$ cat config.mk
export PLATFORM = sky130hd
export DESIGN_NAME = single_port_ram_16x8
export DESIGN_NICKNAME = d
export VERILOG_FILES = /design/src/rtl/single_port_ram_pkg.sv /design/src/rtl/single_port_ram_16x8.sv
export SDC_FILE = /design/constraint.sdc
export NUM_CORES = 1
export LEC_CHECK = 0
export BUFFER_PORTS_ARGS = -buffer_cell sky130_fd_sc_hd__buf_4
export CORE_ASPECT_RATIO = 1.2
export CORE_MARGIN = 3
export CORE_UTILIZATION = 63
export CTS_BUF_LIST = sky130_fd_sc_hd__clkbuf_4 sky130_fd_sc_hd__clkbuf_8
export DETAILED_ROUTE_END_ITERATION = 8
export GPL_ROUTABILITY_DRIVEN = 0
export GPL_TIMING_DRIVEN = 1
export PLACE_DENSITY = 0.81
export SETUP_SLACK_MARGIN = 0.15
export SYNTH_ARGS = -nofsm -noshare
export SYNTH_HDL_FRONTEND = slang
export SYNTH_SLANG_ARGS = --single-unit
$ cat constraint.sdc
create_clock -name clk -period 2 [get_ports clk]
set_clock_uncertainty 0.05 [all_clocks]
set_input_delay 0.1 -clock clk [delete_from_list [all_inputs] [get_ports clk]]
set_output_delay 0.1 -clock clk [all_outputs]
set_load 0.01 [all_outputs]
$ cat src/rtl/single_port_ram_pkg.sv
// Purpose : shared default sizes and word/address types for single_port_ram_16x8.
// Latency : n/a (types and constants only).
// Backpr. : n/a; no ports.
package single_port_ram_pkg;

  localparam int SPR_ADDR_W = 4;
  localparam int SPR_DATA_W = 8;
  localparam int SPR_DEPTH  = 16;

  typedef logic [SPR_ADDR_W-1:0] spr_addr_t;
  typedef logic [SPR_DATA_W-1:0] spr_data_t;

endpackage : single_port_ram_pkg

$ cat src/rtl/single_port_ram_16x8.sv
// Purpose : single-port scratch RAM, DEPTH x DATA_W, shared read/write address, sync write.
// Latency : write visible one rising edge later; read 0 cycles, or 1 cycle with SINGLE_PORT_RAM_REG_OUT_EN.
// Backpr. : none; no handshake, every cycle is independent.
//
// Ports:
//   clk          - rising-edge clock
//   rst_n        - asynchronous active-low reset; clears every word and the read path
//   address      - word address shared by read and write
//   data_in      - write data
//   write_enable - high writes data_in to mem[address] at the next rising clk
//   data_out     - read data for mem[address]
//
// Build option: define SINGLE_PORT_RAM_REG_OUT_EN to register data_out (read-old-data
// on a same-address collision). Undefined gives the combinational read.
// DEPTH must equal 2**ADDR_W so every address decodes to a real word.
module single_port_ram_16x8
  import single_port_ram_pkg::*;
#(
  parameter int ADDR_W = SPR_ADDR_W,
  parameter int DATA_W = SPR_DATA_W,
  parameter int DEPTH  = 2**ADDR_W
) (
  input  logic              clk,
  input  logic              rst_n,
  input  logic [ADDR_W-1:0] address,
  input  logic [DATA_W-1:0] data_in,
  input  logic              write_enable,
  output logic [DATA_W-1:0] data_out
);

  logic [DATA_W-1:0] mem_q [DEPTH];
  logic [DATA_W-1:0] rd_data;

  // Reset clears the whole array without a clock, so the store is a register
  // array rather than an inferred block RAM.
  always_ff @(posedge clk or negedge rst_n) begin
    if (!rst_n) begin
      for (int i = 0; i < DEPTH; i++) begin
        mem_q[i] <= '0;
      end
    end else if (write_enable) begin
      mem_q[address] <= data_in;
    end
  end

  // Pre-edge contents: a same-address write only shows up after the edge.
  assign rd_data = mem_q[address];

`ifdef SINGLE_PORT_RAM_REG_OUT_EN
  logic [DATA_W-1:0] data_out_q;
  logic [DATA_W-1:0] data_out_d;

  // Samples the array as it stood before this edge's write (read-old-data).
  assign data_out_d = rd_data;

  always_ff @(posedge clk or negedge rst_n) begin
    if (!rst_n) begin
      data_out_q <= '0;
    end else begin
      data_out_q <= data_out_d;
    end
  end

  assign data_out = data_out_q;
`else
  assign data_out = rd_data;
`endif

endmodule : single_port_ram_16x8

---- After elaboration in Yosys (flattened, before gate mapping) ----
Cells that the tools add are included.
storage, ports and cells
  bits in registers ....................... 128
  input port bits ......................... 15
operators by class
  $lt $le $gt $ge ......................... 2
  mux-type cells .......................... 6
  bitwise logic cells ..................... 1
  reduce and logical (&&, ||, !) cells .... 1
operator list
  cell                                                                           number
  128-bit bitwise mux                                                            1
  8-bit binary-select mux with 4-bit select                                      1
  8-bit demux with 4-bit select                                                  1
  8-bit 2-to-1 mux                                                               3
  5-bit >= comparator (second input constant)                                    1
  5-bit by 1-bit less-than comparator with 1-bit output (second input constant)  1
  4-bit inverter with 5-bit output                                               1
  1-bit logical AND                                                              1

---- Longest topological paths before layout ----
Gate-level depths: netlist of run 1.
  depth after elaboration ................. 6
  gate-level depth with buffers ........... 6
  mapped depth without buffers ............ 3

---- Least setup slack after synthesis of run 1 ----
Ideal clock, no wire load.
  path kind ............................... input-to-reg
  start point ............................. input port write_enable
  end point ............................... register mem_q[10] (netlist bit)
  data arrival time ....................... 1.189 ns
  path slack .............................. 0.636 ns
  stages .................................. 5
  buffers on the path ..................... 2
  cell sequence ........................... buf_4 -> nand2_1 -> nor4bb_1 -> buf_4 -> mux2_2
RTL lines
  element                         RTL line                    text
  start: declaration              single_port_ram_16x8.sv:27  input logic write_enable,
  end signal: indexed assignment  single_port_ram_16x8.sv:42  mem_q[address] <= data_in;
  end: declaration                single_port_ram_16x8.sv:31  logic [DATA_W-1:0] mem_q [DEPTH];

---- Worst setup path after layout of run 1 ----
  start point ............................. register mem_q[97] (netlist bit)
  end point ............................... output port data_out[1]
between the ends
  word-level cells in the longest chain between the ends .. 3
ends and longest elaborated chain
  element                                              RTL line                    text
  8-bit binary-select mux with 4-bit select            single_port_ram_16x8.sv:47  assign rd_data = mem_q[address];
  8-bit 2-to-1 mux (implied by the code) (2 in a row)  single_port_ram_16x8.sv:47
  end: declaration                                     single_port_ram_16x8.sv:28  output logic [DATA_W-1:0] data_out
Every way passes these cells. The select of a mux whose other input is x is not followed.

==> metrics.md, run 1 <==
| Metric | Value |
|---|---|
| CP peak stage delay | 480 ps |
| Die Span Y | 112.8 µm |
| Place WS | 188.0 ps |
| Drt initial violations | 156 |
| CP max FO | 2 |
| Leak | 2.947 nW |
| Critical path cell sequence | mux4_2 > a22oi_2 > nand2_1 > buf_6 |
| Clock sink count | 128 |
| Worst r2r path cells | 2 |
| Most area-hungry cell type in the Yosys netlist | dfrtp_1 |
| TritonCTS clock tree | done |
| Gr ovfl total | 0 |
| Dpl cells | 500 |
| Largest net degree at the start of global routing | 44 |
| Fin crit share | 0.9610 |
| Reg-to-reg critical path endpoint | mem_q[85] |
| Avg WL per Cell | 23.69 µm |
| Initial antenna violation count | 0 |
| Setup TNS | 0 ps |
| Hold Path Stages | 2 |
| WP data arrival | 1770 ps |
| Max FFs per register | 128 |
| HPWL Detailed | 8353 µm |
| Final setup margin | 77.95 ps |
| Number of slew-limit violations in the final report | 0 |
| RSZ-0062 raised after global routing | yes |
| Die X | 94.96 µm |
| Synth area leaders | dfrtp_1 (54%), mux2_2 (24%), mux4_2 (12%) |
| Avg Cell Area, Syn | 16.26 µm² |
| Synth-to-layout area growth | 14.20% |
| Total GRT Usage | 0.2735 |
| Syn nets | 383 |
| Top post-synthesis cells by count | dfrtp_1 (128), mux2_2 (128), mux4_2 (32) |
| R2R Path Start | mem_q[85] |
| Core area | 0.009129 mm² |
| Post-synthesis sequential area ratio | 0.5353 |
| Initial Util | 0.6554 |
| YS warnings | 0 |
| Number of global-route vias before repair | 3,790 |
| Post-synth top flop | dfrtp_1 |
| Reg clk slew, reported paths | 70 ps |
| Synth cell types | 27 |
| Placed Area | 0.006286 mm² |
| Layout Utilization | 0.7485 |
| Largest registers | mem_q x128 |
| Crit path max-delay cell type | mux4_2 |
| Status | complete, no violations |
| Detailed-route DRC error count | 0 |
| Slew Limit Headroom | 0.5650 |
| Worst setup EP type | output port |
| Buf/Inv on CP | 1 |
| CTS Root Cell | clkbuf_8 |
| Post-route ant nets | 0 |
| Final std cells w/o fill | 541 |
| Post-Synthesis Cells | 368 |
| Max frequency | 520.3 MHz |
| Slew @ Worst Pin | 652.5 ps |
| Final nets | 425 |
| I/O pins | 23 |
| Worst R2R Setup Slack | 1050 ps |
| Die ar. | 0.01071 mm² |
| Hold Crit Class | in -> reg |
| Yosys reg bits | 128 |
| DR vias | 3,395 |
| Port Buffers | 22 |
| Top Family by Delay on Critical Path | multiplexers |
| First-pass iteration count of the detailed router | 4 |
| Crit path required time | 1850 ps |
| CTS Buffer Depth | 2 |
| Top reg by flops | mem_q |
| Fin area | 0.006833 mm² |
| Synth top area share | 0.5353 |
| Hold Violations, Final | 0 |
| Max-Cap Viols | 0 |
| First-pass GRT wire length | 21,190 µm |
| Final setup violation count | 0 |
| Cts bufs inserted | 17 |
| DRT Wirelength | 12,820 µm |
| Fill cell total of the finished layout | 595 |
| Vias per Instance | 6.275 |
| Std-Cell Rows | 38 |
| Worst skew pair latency | 430 ps |
| Number of flops mapped to enable cells by yosys | 0 |
| Endpoint, Worst Hold | mem_q[92] |
| Worst setup SP type | flip-flop |
| Pwr dens | 1030 mW/mm² |
| Kind of critical path | reg -> out |
| Synth Cell Area | 0.005983 mm² |
| Minimum clock period | 1922 ps |
| VDD IR max | 0.0007405 V |
| Hold Startpoint | data_in[4] |
| Htree depth | 4 |
| Layout cells sized above 1 | 0.6152 |
| Diodes inserted | 0 |
| Share of synthesized registers carrying an async set or reset | 1.000 |
worst reg2reg max path, cell delays in order (launching register included):
cell and delay, ps:
dfrtp_1 390, buf_4 130, mux2_2 260
timing repair:
action / 4_1_cts / 5_1_grt
endpoints found under the hold margin: 147 / 0
gates cloned: 0 / 0
setup endpoints to repair: 8 / 8
pin swaps: 13 / 0
hold buffers: 8 / 0
setup buffers: 3 / 0
gates resized for setup: 14 / 3
how the worst max path moves through the flow:
stage	start	endpoint	slack, ps	depth (start not counted)
2_1_floorplan	write_enable	mem_q[10]	640	5
3_3_place_gp	address[1]	mem_q[69]	210	4
3_5_place_dp	address[1]	mem_q[77]	190	3
4_1_cts	mem_q[96]	data_out[0]	50	4
5_1_grt	mem_q[108]	data_out[4]	-20	4
6_report	mem_q[97]	data_out[1]	80	4
cell usage in the layout (no fill, tap or decap), drive strengths merged, types with 2 or more instances in the layout:
cell	count
nand3	4
nor3	2
dlygate4sd3	8
nand4	2
buf	41
nor4	2
clkinv	4
mux2	128
a22oi	16
nor2	7
dfrtp	128
nand2	11
mux4	32
clkbuf	24
nand2b	2
nor2b	2
final cells by class:
cell class | count | area, µm² | share of cell area
clock buffer | 24 | 311.5 | 0.04560
tap | 120 | 150.1 | 0.02197
multi-input combinational | 214 | 2668 | 0.3904
sequential | 128 | 3203 | 0.4688
timing repair buffer | 49 | 442.9 | 0.06482
clock inverter | 6 | 57.56 | 0.008423
stage by stage:
stage | hold WS [ps] | power, mW
after floorplan | -245.6 | 4.443
after global placement | 83.27 | 4.799
final | 39.30 | 7.038
after CTS | 10.26 | 7.069
after global routing | 27.04 | 7.387
after detailed placement | 86.70 | 4.901
layer usage:
layer | part of all wire | routed length (µm) | track usage | vias to the layer above
li1 | - | - | - | 1468
met2 | 0.53 | 6744 | 0.4464 | 72
met5 | 0 | 0 | 0 | -
met1 | 0.42 | 5421 | 0.3678 | 1836
met3 | 0.036 | 467 | 0.06051 | 19
met4 | 0.014 | 184 | 0.08951 | 0
power by group:
group,internal (mW),switching (mW),leakage (nW),total (mW)
Clock,1.13,0.949,0.195,2.08
Sequential,3.19,0.313,1.57,3.50
Combinational,0.908,0.543,1.18,1.45
Total,5.23,1.80,2.95,7.04
cell families (layout without fill, tap and decap cells):
family,Yosys count,in the layout,synth area share
muxes,160,160,0.3614
buffers and inverters,26,79,0.02739
AOI/OAI and AO/OA,16,16,0.02008
and+or+nand+nor,38,38,0.05583
DFF,128,128,0.5353
Power figures use the tool's default switching activity.
==> inputs of run 2 (changes only) <==
--- a/config.mk
+++ b/config.mk
@@ -8,12 +8,12 @@
 export BUFFER_PORTS_ARGS = -buffer_cell sky130_fd_sc_hd__buf_4
 export CORE_ASPECT_RATIO = 1.2
 export CORE_MARGIN = 3
-export CORE_UTILIZATION = 63
+export CORE_UTILIZATION = 60
 export CTS_BUF_LIST = sky130_fd_sc_hd__clkbuf_4 sky130_fd_sc_hd__clkbuf_8
 export DETAILED_ROUTE_END_ITERATION = 8
 export GPL_ROUTABILITY_DRIVEN = 0
 export GPL_TIMING_DRIVEN = 1
-export PLACE_DENSITY = 0.81
+export PLACE_DENSITY = 0.78
 export SETUP_SLACK_MARGIN = 0.15
 export SYNTH_ARGS = -nofsm -noshare
 export SYNTH_HDL_FRONTEND = slang
==> run 2 against run 1 <==
  * Routed wire length decreased by 4.1%
  * Non-clock buffer count increased by 2
  * Sequential power about the same
  * Register-to-register slack about the same
  * First-iteration DRC count increased by 13%
  * Via count decreased by 1.3%
  * Utilization decreased by 2.1 points
  * Global-route usage decreased by 3.0 points
==> metrics.md, run 2 (same netlist as run 1, synthesis figures left out) <==
| Metric | Value |
|---|---|
| RSZ-0062 raised after global routing | yes |
| Critical path cell sequence | mux4_2 > a22oi_2 > nand2_1 > buf_6 |
| Slew @ Worst Pin | 547.9 ps |
| Setup TNS | 0 ps |
| I/O pins | 23 |
| Detailed-route DRC error count | 0 |
| Fill cell total of the finished layout | 611 |
| Worst setup EP type | output port |
| Sw Pwr | 1.818 mW |
| Leak | 3.003 nW |
| Final nets | 427 |
| Htree depth | 4 |
| Pwr dens | 1079 mW/mm² |
| Slew Limit Headroom | 0.6336 |
| Max FFs per register | 128 |
| Worst skew pair latency | 420 ps |
| Routing usage on met1 | 0.3218 |
| Gr ovfl total | 0 |
| Final setup violation count | 0 |
| Initial Util | 0.6224 |
| First-pass iteration count of the detailed router | 4 |
| TritonCTS clock tree | done |
| Fin crit share | 0.9538 |
| Synth-to-layout area growth | 16.81% |
| VDD IR max | 0.0006116 V |
| DRT Wirelength | 12,290 µm |
| Port Buffers | 22 |
| CTS Buffer Depth | 2 |
| GRT met3 Usage | 0.05704 |
| Most frequent cells in the layout | mux2_2 (128), dfrtp_1 (128), buf_4 (33) |
| Worst R2R Setup Slack | 1060 ps |
| Die ar. | 0.01121 mm² |
| Std-Cell Rows | 39 |
| Switching part of the total | 0.2410 |
| P_int | 5.724 mW |
| Top reg by flops | mem_q |
| Number of global-route vias before repair | 3,696 |
| Crit path max-delay cell type | mux4_2 |
| Die X | 97.16 µm |
| Sequential Area | 0.003203 mm² |
| Largest net degree at the start of global routing | 54 |
| Total GRT Usage | 0.2438 |
| Largest registers | mem_q x128 |
| Cts bufs inserted | 17 |
| CP max FO | 2 |
| Hold Crit Class | in -> async |
| CP peak stage delay | 510 ps |
| Worst setup SP type | flip-flop |
| Crit. Startpoint | mem_q[0] |
| R2R Path Start | mem_q[0] |
| Sequential Power Share | 0.463 |
| GR peak layer | met2 |
| Kind of critical path | reg -> out |
| Pwr Total | 7.542 mW |
| Initial antenna violation count | 0 |
| Status | complete, no violations |
| Core area | 0.009613 mm² |
| Met2 GRT Util | 0.3969 |
| Clk pwr share | 0.345 |
| CTS Root Cell | clkbuf_8 |
| Diodes inserted | 0 |
| Multi-input gate area | 0.002690 mm² |
| Max frequency | 524.2 MHz |
| Drt initial violations | 177 |
| Minimum clock period | 1908 ps |
| Post-route ant nets | 0 |
| Hold Violations, Final | 0 |
| WP data arrival | 1760 ps |
| First-pass GRT wire length | 20,480 µm |
| Max-Cap Viols | 0 |
| Combinational share of power | 0.192 |
| Die Span Y | 115.4 µm |
| Clock sink count | 128 |
| Avg WL per Cell | 22.43 µm |
| Vias per Instance | 6.113 |
| Number of slew-limit violations in the final report | 0 |
| DR vias | 3,350 |
| Reg clk slew, reported paths | 80 ps |
| Layout cells sized above 1 | 0.6306 |
| Crit path required time | 1850 ps |
| Worst r2r path cells | 2 |
| HPWL Detailed | 8053 µm |
| Reg-to-reg critical path endpoint | mem_q[0] |
-- run 2: how the worst max path moves through the flow --
| stage | endpoint | slack (ps) | cells after the start |
|---|---|---|---|
| 2_1_floorplan | mem_q[10] | 640 | 5 |
| 3_3_place_gp | data_out[6] | 250 | 6 |
| 3_5_place_dp | mem_q[16] | 190 | 5 |
| 4_1_cts | data_out[4] | 60 | 4 |
| 5_1_grt | data_out[3] | 10 | 4 |
| 6_report | data_out[0] | 90 | 4 |
-- run 2: timing repair --
action | CTS | global route
setup endpoints to repair | 8 | 8
gates cloned | 0 | 0
setup buffers | 2 | 0
pin swaps | 11 | 6
resized for setup | 14 | 7
endpoints found under the hold margin | 219 | 0
hold buffers | 9 | 0
-- run 2: cell type report --
class                      instances  share of cell area
sequential                       128              0.4583
tap                              123             0.02202
multi-input combinational        214              0.3849
timing repair buffer              51             0.06660
clock inverter                    10             0.02578
clock buffer                      22             0.04243
-- run 2: per-layer routing --
layer | up-vias | share of wire | wire, µm
met5 | - | 0 | 0
met4 | 0 | 0.017 | 215
met3 | 20 | 0.035 | 431
met2 | 70 | 0.52 | 6368
met1 | 1784 | 0.43 | 5273
li1 | 1476 | - | -
-- run 2: stage by stage --
stage	utilization	worst slack, ps	hold slack, ps	cell area, µm²	std cells
global route	0.7271	10.03	79.70	6989	548
floorplan	-	636.3	-245.6	5983	368
finish	0.7271	92.39	86.79	6989	548
global placement	0.6572	245.2	3.907	6317	505
CTS	0.7242	55.13	59.49	6962	548
detailed placement	0.6572	191.6	6.961	6317	505
-- run 2: power by group through the flow --
stage,registers (mW),clock network (mW),logic [mW]
after floorplan,3.42,0,1.03
after global routing,3.57,2.77,1.56
after CTS,3.49,2.65,1.44
final,3.49,2.60,1.44
after detailed placement,3.54,0,1.36
after global placement,3.50,0,1.30
-- run 2: critical path: cells and delay by family (launching register included) --
family          cells  cell delay (ps)
flops               1              400
mux                 1              510
simple gates        1              110
buf+inv             1              130
compound gates      1              180
